$ cat config.mk
export PLATFORM = sky130hd
export DESIGN_NAME = mem_port_arbiter
export DESIGN_NICKNAME = d
export VERILOG_FILES = /design/src/rtl/mem_port_arbiter.sv
export SDC_FILE = /design/constraint.sdc
export NUM_CORES = 1
export LEC_CHECK = 0
export BUFFER_PORTS_ARGS = -buffer_cell sky130_fd_sc_hd__buf_2
export CORE_MARGIN = 2
export CORE_UTILIZATION = 47
export DETAILED_ROUTE_END_ITERATION = 8
export GPL_ROUTABILITY_DRIVEN = 0
export PLACE_DENSITY = 0.8
export SYNTH_ARGS = -nofsm -noshare
export SYNTH_HDL_FRONTEND = slang
export SYNTH_SLANG_ARGS = --single-unit
$ cat constraint.sdc
create_clock -name clk -period 5.7 [get_ports clk]
set_input_delay 0.855 -clock clk [delete_from_list [all_inputs] [get_ports clk]]
set_output_delay 0.855 -clock clk [all_outputs]
set_load 0.02 [all_outputs]
$ cat src/rtl/mem_port_arbiter.sv
// Arbitrates one memory port between IF and MEM-stage data accesses.
// Define ARB_PERF_CNT_EN to add transaction and stall performance counters.
module mem_port_arbiter #(
  parameter int ADDR_W   = 32,
  parameter int DATA_W   = 32,
  parameter int MAX_WAIT = 15
) (
  input  logic              clk,
  input  logic              rst,
  input  logic              if_req,
  input  logic [ADDR_W-1:0] if_addr,
  output logic [DATA_W-1:0] if_rdata,
  output logic              if_valid,
  input  logic              dm_req,
  input  logic              dm_we,
  input  logic [ADDR_W-1:0] dm_addr,
  input  logic [DATA_W-1:0] dm_wdata,
  input  logic [3:0]        dm_be,
  output logic [DATA_W-1:0] dm_rdata,
  output logic              dm_valid,
  output logic              stall,
  output logic              mem_req,
  output logic              mem_we,
  output logic [ADDR_W-1:0] mem_addr,
  output logic [DATA_W-1:0] mem_wdata,
  output logic [3:0]        mem_be,
  input  logic [DATA_W-1:0] mem_rdata,
  input  logic              mem_ack,
  output logic              err
`ifdef ARB_PERF_CNT_EN
  ,
  output logic [31:0]       perf_if_cnt,
  output logic [31:0]       perf_dm_cnt,
  output logic [31:0]       perf_stall_cnt
`endif
);

  localparam int CW = $clog2(MAX_WAIT + 1);
  localparam logic [CW-1:0] WAIT_LAST = CW'(MAX_WAIT - 1);
  localparam logic [DATA_W-1:0] NOP = DATA_W'(32'h0000_0013);

  typedef enum logic [1:0] {
    IDLE,
    DM_BUSY,
    IF_BUSY
  } state_t;

  state_t        state;
  logic [CW-1:0] wait_cnt;
  logic          dm_go;
  logic          if_go;
  logic          done;

  // A requester is masked in its own valid cycle so it cannot re-win at once
  assign dm_go = dm_req & ~dm_valid;
  assign if_go = if_req & ~if_valid;
  assign stall = (if_req & ~if_valid) | (dm_req & ~dm_valid);
  assign done  = mem_ack | (wait_cnt == WAIT_LAST);

  always_ff @(posedge clk or posedge rst) begin
    if (rst) begin
      state     <= IDLE;
      wait_cnt  <= '0;
      mem_req   <= 1'b0;
      mem_we    <= 1'b0;
      mem_addr  <= '0;
      mem_wdata <= '0;
      mem_be    <= '0;
      if_rdata  <= '0;
      if_valid  <= 1'b0;
      dm_rdata  <= '0;
      dm_valid  <= 1'b0;
      err       <= 1'b0;
    end else begin
      if_valid <= 1'b0;
      dm_valid <= 1'b0;
      unique case (state)
        IDLE: begin
          wait_cnt <= '0;
          if (dm_go) begin
            state     <= DM_BUSY;
            mem_req   <= 1'b1;
            mem_we    <= dm_we;
            mem_addr  <= dm_addr;
            mem_wdata <= dm_wdata;
            mem_be    <= dm_be;
          end else if (if_go) begin
            state     <= IF_BUSY;
            mem_req   <= 1'b1;
            mem_we    <= 1'b0;
            mem_addr  <= if_addr;
            mem_wdata <= '0;
            mem_be    <= 4'b1111;
          end
        end
        DM_BUSY: begin
          if (done) begin
            state    <= IDLE;
            mem_req  <= 1'b0;
            wait_cnt <= '0;
            dm_valid <= 1'b1;
            if (!mem_we)
              dm_rdata <= mem_ack ? mem_rdata : '0;
            if (!mem_ack)
              err <= 1'b1;
          end else begin
            wait_cnt <= wait_cnt + 1'b1;
          end
        end
        IF_BUSY: begin
          if (done) begin
            state    <= IDLE;
            mem_req  <= 1'b0;
            wait_cnt <= '0;
            if_valid <= 1'b1;
            if_rdata <= mem_ack ? mem_rdata : NOP;
            if (!mem_ack)
              err <= 1'b1;
          end else begin
            wait_cnt <= wait_cnt + 1'b1;
          end
        end
        default: state <= IDLE;
      endcase
    end
  end

`ifdef ARB_PERF_CNT_EN
  always_ff @(posedge clk or posedge rst) begin
    if (rst) begin
      perf_if_cnt    <= '0;
      perf_dm_cnt    <= '0;
      perf_stall_cnt <= '0;
    end else begin
      if (state == IF_BUSY && done)
        perf_if_cnt <= perf_if_cnt + 1'b1;
      if (state == DM_BUSY && done)
        perf_dm_cnt <= perf_dm_cnt + 1'b1;
      if (stall)
        perf_stall_cnt <= perf_stall_cnt + 1'b1;
    end
  end
`endif

endmodule

* Yosys cells after proc, flatten, opt, wreduce, memory -nomap -nowiden
Index checks and enable logic that the tools add are counted.
Cells by class: $add $sub $neg 1, reduce and logical (&&, ||, !) cells 10, mux-type cells 23, bitwise operators 8, eq/ne operators 5
Operator list (count):
- 32-bit two-way mux | 6
- 4-bit two-way mux | 3
- 3-bit AND reduction | 3
- 1-bit two-way mux | 8
- 4-bit case mux with 2 select lines | 1
- 2-bit two-way mux | 3
- 2-bit AND reduction | 3
- 4-bit by 1-bit adder with 4-bit output (second input constant) | 1
- 4-bit == test (second input constant) | 1
- 1-bit inverter | 4
- 2-bit case mux with 2 select lines | 1
- 2-bit nonzero test | 2
- 3-bit inequality test (second input constant) | 1
- 1-bit bitwise AND | 2
- 2-bit by 1-bit == test with 1-bit output (second input constant) | 1
- 2-bit == test (second input constant) | 1
- 2-bit zero test | 1
- 2-bit by 1-bit inequality test with 1-bit output (second input constant) | 1
- 1-bit OR | 2
- 1-bit case mux with 2 select lines | 1
- 2-bit OR reduction | 1
Word-level totals: output and inout bits 138, bits in registers 143, input bits 138

* Depth between registers and ports, before layout
Gate-level depths: netlist of run 1.
depth in word-level cells 5, mapped depth 7, depth with buffers taken out 6

* Worst setup path before layout of run 1
No wires, ideal clock.
path kind input-to-output, start input port dm_req, end output port stall, data required time 4845 ps, arrival 1328 ps, setup slack 3517 ps, stages 4, path buffers 2, cells stage by stage nand2b_4 > buf_6 > buf_6 > nand2_1
Between the ends: longest elaborated chain between the ends 2
Ends and longest elaborated chain:
- start: declaration | RTL line 14 | input logic dm_req,
- 1-bit bitwise AND | RTL line 57 | assign stall = (if_req & ~if_valid) | (dm_req & ~dm_valid);
- 1-bit OR | RTL line 57
- end: declaration | RTL line 21 | output logic stall,
Every way passes these cells.

* Worst setup path after layout of run 1
Same ends and word-level chain as after synthesis.

==> results of run 1 <==
## critical path, cell delays in order
cell,delay (ps)
buf_2,120
nand2b_4,510
nand2_1,90
buf_2,190
## sequential cells by signal, indices dropped and copies added (netlist names)
| name | cells |
|---|---|
| wait_cnt | 4 |
| mem_we | 1 |
| if_valid | 1 |
| err | 1 |
| mem_be | 4 |
| mem_wdata | 32 |
| dm_valid | 1 |
| mem_addr | 32 |
| dm_rdata | 32 |
| state | 2 |
| mem_req | 1 |
| if_rdata | 32 |
## power by group
group	leakage [uW]	internal, uW	switching (uW)
logic	0.00220	823	1190
clock network	0.000289	700	426
registers	0.00177	1470	258
total	0.00426	2990	1870
## layout by cell type (no fill, tap or decap), drive strengths merged, types with 2 or more instances in the layout
cell / count
nand2: 40
ha: 6
o22a: 7
inv: 39
mux2i: 33
clkbuf: 19
nor2b: 3
mux2: 64
clkinv: 6
dfrtp: 143
a22o: 62
buf: 278
o21ai: 2
and2: 3
nand2b: 4
nand3: 2
clkinvlp: 3
bufinv: 3
## routing by layer
metal | global-route usage, % | up-vias
met5 | 0 | -
met4 | 8.11 | 0
met3 | 7.29 | 20
met2 | 38.7 | 217
met1 | 27.1 | 2275
li1 | - | 2121
## metrics by stage
step	cell area [sq um]	hold WS [ps]	cells	total power [uW]	setup WS [ps]
6_report	8170	477	905	4860	3060
5_1_grt	8170	513	905	5130	2930
4_1_cts	8170	478	905	4900	3050
3_5_place_dp	7560	461	873	3760	2690
3_3_place_gp	7560	468	873	3680	2820
2_1_floorplan	6160	503	454	3100	1010
## worst max path at each step
stage,to
4_1_cts,stall
2_1_floorplan,dm_rdata[0]$_DFFE_PP0P_
6_report,stall
3_3_place_gp,if_rdata[4]$_DFFE_PP0P_
5_1_grt,if_rdata[4]$_DFFE_PP0P_
3_5_place_dp,if_rdata[4]$_DFFE_PP0P_
## area by class of cell
type / instances / area [sq um] / share of cell area, %
Sequential cell: 143 / 3580 / 43.8
Multi-Input combinational cell: 242 / 2220 / 27.2
Timing Repair Buffer: 278 / 1400 / 17.1
Clock buffer: 19 / 443 / 5.42
Tap cell: 172 / 215 / 2.64
Clock inverter: 13 / 163 / 1.99
Inverter: 38 / 148 / 1.81
## logic make-up (layout without fill, tap and decap cells)
group | Yosys count | count (layout) | share of synthesized area (%)
multiplexers | 97 | 97 | 18.7
flip-flops | 143 | 143 | 58.1
AO/OA/AOI/OAI | 82 | 82 | 11.6
AND/OR/NAND/NOR | 57 | 57 | 4.29
buffers and inverters | 69 | 348 | 6.08
adder cells (fa/ha/maj) | 6 | 6 | 1.22
## cells in the mapped netlist, drive strengths merged
| library cell | n |
|---|---|
| mux2i | 33 |
| and2b | 1 |
| ha | 6 |
| clkbuf | 5 |
| nor2 | 1 |
| o31ai | 1 |
| a21boi | 1 |
| o21bai | 1 |
| buf | 26 |
| nand2 | 40 |
| a311o | 1 |
| nor4b | 1 |
| nor3b | 1 |
| o32ai | 1 |
| a221o | 1 |
| o22a | 7 |
| or2 | 1 |
| a31oi | 1 |
| a32oi | 1 |
| nand2b | 4 |
| inv | 38 |
| and2 | 3 |
| nor2b | 3 |
| a22o | 62 |
| a21bo | 1 |
| nand3 | 2 |
| o22ai | 1 |
| dfrtp | 143 |
| mux2 | 64 |
| o211ai | 1 |
| o21ai | 2 |
==> metrics.md, run 1 <==
| Metric | Value |
|---|---|
| Critical path required time | 4850 ps |
| Via density | 5.12 |
| Register-to-Register Path Depth | 3 |
| TritonCTS Buffers | 17 |
| DR WL met2 | 7660 um |
| Seq cells post-synth | 143 |
| Clock-pin slew on the worst setup and hold paths | 60 ps |
| N_diodes | 0 |
| Critical Path AT | 1780 ps |
| Final Hold Vio Count | 0 |
| DR WL/cell | ~17 um |
| Cell variety after synth | 37 |
| Register area share after synthesis | 58.1% |
| DR WL met3 | 1300 um |
| Antenna Violating Nets Remaining | 0 |
| Clock Tree Buf Depth | 2 |
| Clk_lat worst skew | 420 ps |
| DIE HEIGHT | 118 um |
| Cell Rows | 41 |
| Reg2reg start | dm_valid$_DFF_PP0_ |
| Largest net degree at the start of global routing | between 90 and 100 |
| Detail Placement HPWL | 11,200 um |
| Die Footprint | 0.0140 sq mm |
| Synth area leader | dfrtp_1 |
| R2R setup slack | 3220 ps |
| Worst VDD drop | 0.287 mV |
| I/O Pins | between 200 and 300 |
| DRT Pass-1 Iters | 4 |
| Core region area | 0.0127 sq mm |
| Fraction of layout cells with a size suffix above 1 | 51.2% |
| DR vias | 4,633 |
| Pleak | 0.00426 uW |
| Hold Buf Count CTS | 0 |
| Startpoint types | input port |
| DRC Markers | 0 |
| Slew of the pin with the lowest slew margin | between 1000 and 1500 ps |
| Post-Syn Nets | 598 |
| Die Wd | 118 um |
| Endpoints failing setup | 0 |
| FF-to-FF End | mem_addr[1]$_DFFE_PP0P_ |
| Max Clock Freq | 379 MHz |
| Post-synth top area share | 58.1% |
| Root Buffer | clkbuf_16 |
| Pwr dens | 596 mW/mm^2 |
| CP startpoint | dm_req |
| Slew Viols, Final | 0 |
| Hold Crit Class | flip-flop to flip-flop |
| MaxCap Viol Count | 0 |
| First-pass GRT wire length | between 20,000 and 30,000 um |
| Fillers | 1,012 |
| Hold Startpoint | err$_DFFE_PP0P_ |
| H-tree depth | 4 |
| Top cells by area, synth | dfrtp_1 (58%), a22o_1 (8.8%), mux2_4 (6.6%) |
| Port Buf Inserts | 275 |
| Synth Cell Area | 0.00616 sq mm |
| Unrepaired setup endpoints after global routing | no |
| CTS resizes | 0 |
| Total track usage | 22.7% |
| Area Overhead vs Synth | 32.6% |
| Detailed Route WL | 15,600 um |
| Relative slew slack | between 20% and 30% |
| CTS tree | done |
| Total negative slack | 0 ps |
| Top layer in use | met4 |
| Avg Cell Area, Syn | ~14 sq um |
| Nets@finish | approximately 860 |
| Worst Skew | 11.5 ps |
| Tmin final | 2640 ps |
| Period utilisation layout | 46.3% |
| Final core occ | 64.2% |
| Initial antenna violation count | 0 |
| CP Class | input port to output port |
| Total setup buffers inserted after CTS | 0 |
| Critical Path Fanout Max | 37 |
| Starting DRT DRC Count | approximately 190 |
| DRT met1 WL | about 6300 um |
| Synth warn | 0 |
| Status | completed |
| Grt total ovfl | 0 |
| Synth Instances | 454 |
| Vias in the first global route | 4,878 |
| Hold Path End | err$_DFFE_PP0P_ |
| Clock sinks | between 100 and 150 |
| Critical path capture point type | output port |
| Hold Crit Depth | 1 |
| Starting Density | around 48% |
(Power assumes the default switching activity.)
==> inputs of run 2 (changes only) <==
clock period = 2.65 ns   (was 5.7 ns; I/O delays follow)
==> metrics.md, run 2 (synthesis results as in run 1) <==
| Metric | Value |
|---|---|
| Status | completed |
| Die Wd | 118 um |
| Unrepaired setup endpoints after global routing | no |
| CP Class | flip-flop to output port |
| Slew Viols, Final | 0 |
| DIE HEIGHT | 118 um |
| Critical path capture point type | output port |
| MaxCap Viol Count | 0 |
| Initial antenna violation count | 1 |
| Detailed Route WL | approximately 16,000 um |
| Fraction of layout cells with a size suffix above 1 | 51.7% |
| Max Clock Freq | 464 MHz |
| CP max stage delay | 380 ps |
| Reg2reg start | state[1]$_DFFE_PP0P_ |
| Total track usage | a little under a quarter |
| Core region area | 0.0127 sq mm |
| Endpoints failing setup | 0 |
| N_diodes | 0 |
| Vias in the first global route | between 4k and 5k |
| Critical path required time | 2250 ps |
| DR WL/cell | 17.2 um |
| Detail Placement HPWL | 11,300 um |
| Starting Density | 48.4% |
| CTS tree | done |
| Total negative slack | 0 ps |
| DRC Markers | 0 |
| Clock sinks | 143 |
| Antenna Violating Nets Remaining | 0 |
| Critical Path Fanout Max | 21 |
| Most frequent cells in the layout | buf_2 (275), dfrtp_1 (143), a22o_1 (62), nand2_1 (40), inv_1 (36) |
| Clock-pin slew on the worst setup and hold paths | 60 ps |
| Clk_lat worst skew | roughly 420 ps |
| Register-to-Register Path Depth | 4 |
| Pwr dens | about 1300 mW/mm^2 |
| Clock Tree Buf Depth | 2 |
| Pleak | between 0.004 and 0.005 uW |
| Area Overhead vs Synth | 34.7% |
| Non-filler cells, final | 913 |
| Crit path buf inv count | 2 |
| H-tree depth | 4 |
| I/O Pins | approximately 280 |
| Cell Rows | 41 |
| R2R setup slack | 560 ps |
| TritonCTS Buffers | 17 |
| Commonest non-fill, non-tap cell in the layout | buf_2 |
| CP max-delay cell | buf_4 |
| Via density | ~5 |
| GR Util met2 | 37.2% |
| Tmin final | roughly 2200 ps |
| Nets@finish | 872 |
| FF-to-FF End | mem_wdata[11]$_DFFE_PP0P_ |
| Relative slew slack | approximately a fifth |
| Largest net degree at the start of global routing | 66 |
| DRT Pass-1 Iters | 4 |
| Final Hold Vio Count | 0 |
| Startpoint types | flip-flop |
| Top Usage Layer GRT | met2 |
| Critical Path AT | 1760 ps |
| Slew of the pin with the lowest slew margin | 1190 ps |
| Total setup buffers inserted after CTS | 0 |
| Grt total ovfl | 0 |
| Die Footprint | 0.0140 sq mm |
| DR vias | 4,693 |
| GRT met3 Usage | 7.48% |
| Hold Buf Count CTS | 0 |
| Worst Skew | 13.6 ps |
| Port Buf Inserts | 275 |
| Cell family with most CP delay | buffers and inverters |
| Placed Cells | a little under 900 |
| Period utilisation layout | between 80% and 90% |
| Worst VDD drop | approximately 0.72 mV |
| Hold Crit Class | input port to async pin |
| CTS resizes | 0 |
| Pwr Total | 10,700 uW |
| Root Buffer | clkbuf_16 |
| Worst-path cell chain | nand2b_4 -> buf_4 -> nand2_1 -> buf_2 |
| Starting DRT DRC Count | 237 |
| Met1 global-route usage | 28.3% |
| WHS | 69.7 ps |
| First-pass GRT wire length | 25,100 um |
run 2: cell types whose count changed in the layout (fill, tap and decap cells not counted), sizes merged:
cell	before	now
clkbuf	19	20
bufinv	3	5
buf	278	286
clkinv	6	5
clkinvlp	3	2
inv	39	38
run 2: final cells by class:
type	instances	area, sq um
clock inverters	12	206
well taps	172	215
multi-input cells	242	2220
clock buffers	20	457
fillers	998	4430
flip-flops and latches	143	3580
repair buffers	286	1470
inverters	38	146
run 2: per-stage QoR:
stage                     util [%]  area [sq um]  setup WS, ps
after floorplan                  -          6160           461
after CTS                     65.2          8290           437
final                         65.2          8290           495
after global routing          65.2          8290           341
after detailed placement      60.0          7630           636
after global placement        60.0          7630           736
run 2: metal layers:
metal / routed length (um) / up-vias
met5: 12 / -
met2: 7560 / 233
met3: 1360 / 25
met1: 6440 / 2296
li1: - / 2137
met4: 299 / 2
run 2: how the worst max path moves through the flow:
stage                              start                       end  slack (ps)  cells past startpoint
detailed placement  state[1]$_DFFE_PP0P_  mem_wdata[8]$_DFFE_PP0P_         640                      4
global placement                  dm_req  mem_addr[30]$_DFFE_PP0P_         740                      5
CTS                   dm_valid$_DFF_PP0_                     stall         440                      4
global route          dm_valid$_DFF_PP0_                     stall         340                      4
floorplan                            rst   dm_rdata[0]$_DFFE_PP0P_         460                      1
finish                dm_valid$_DFF_PP0_                     stall         500                      4
run 2: where the power goes:
part / internal, uW / total (uW) / switching [uW]
Sequential: 3160 / 3710 / 552
Clock: 1730 / 2640 / 914
Combinational: 1790 / 4370 / 2570
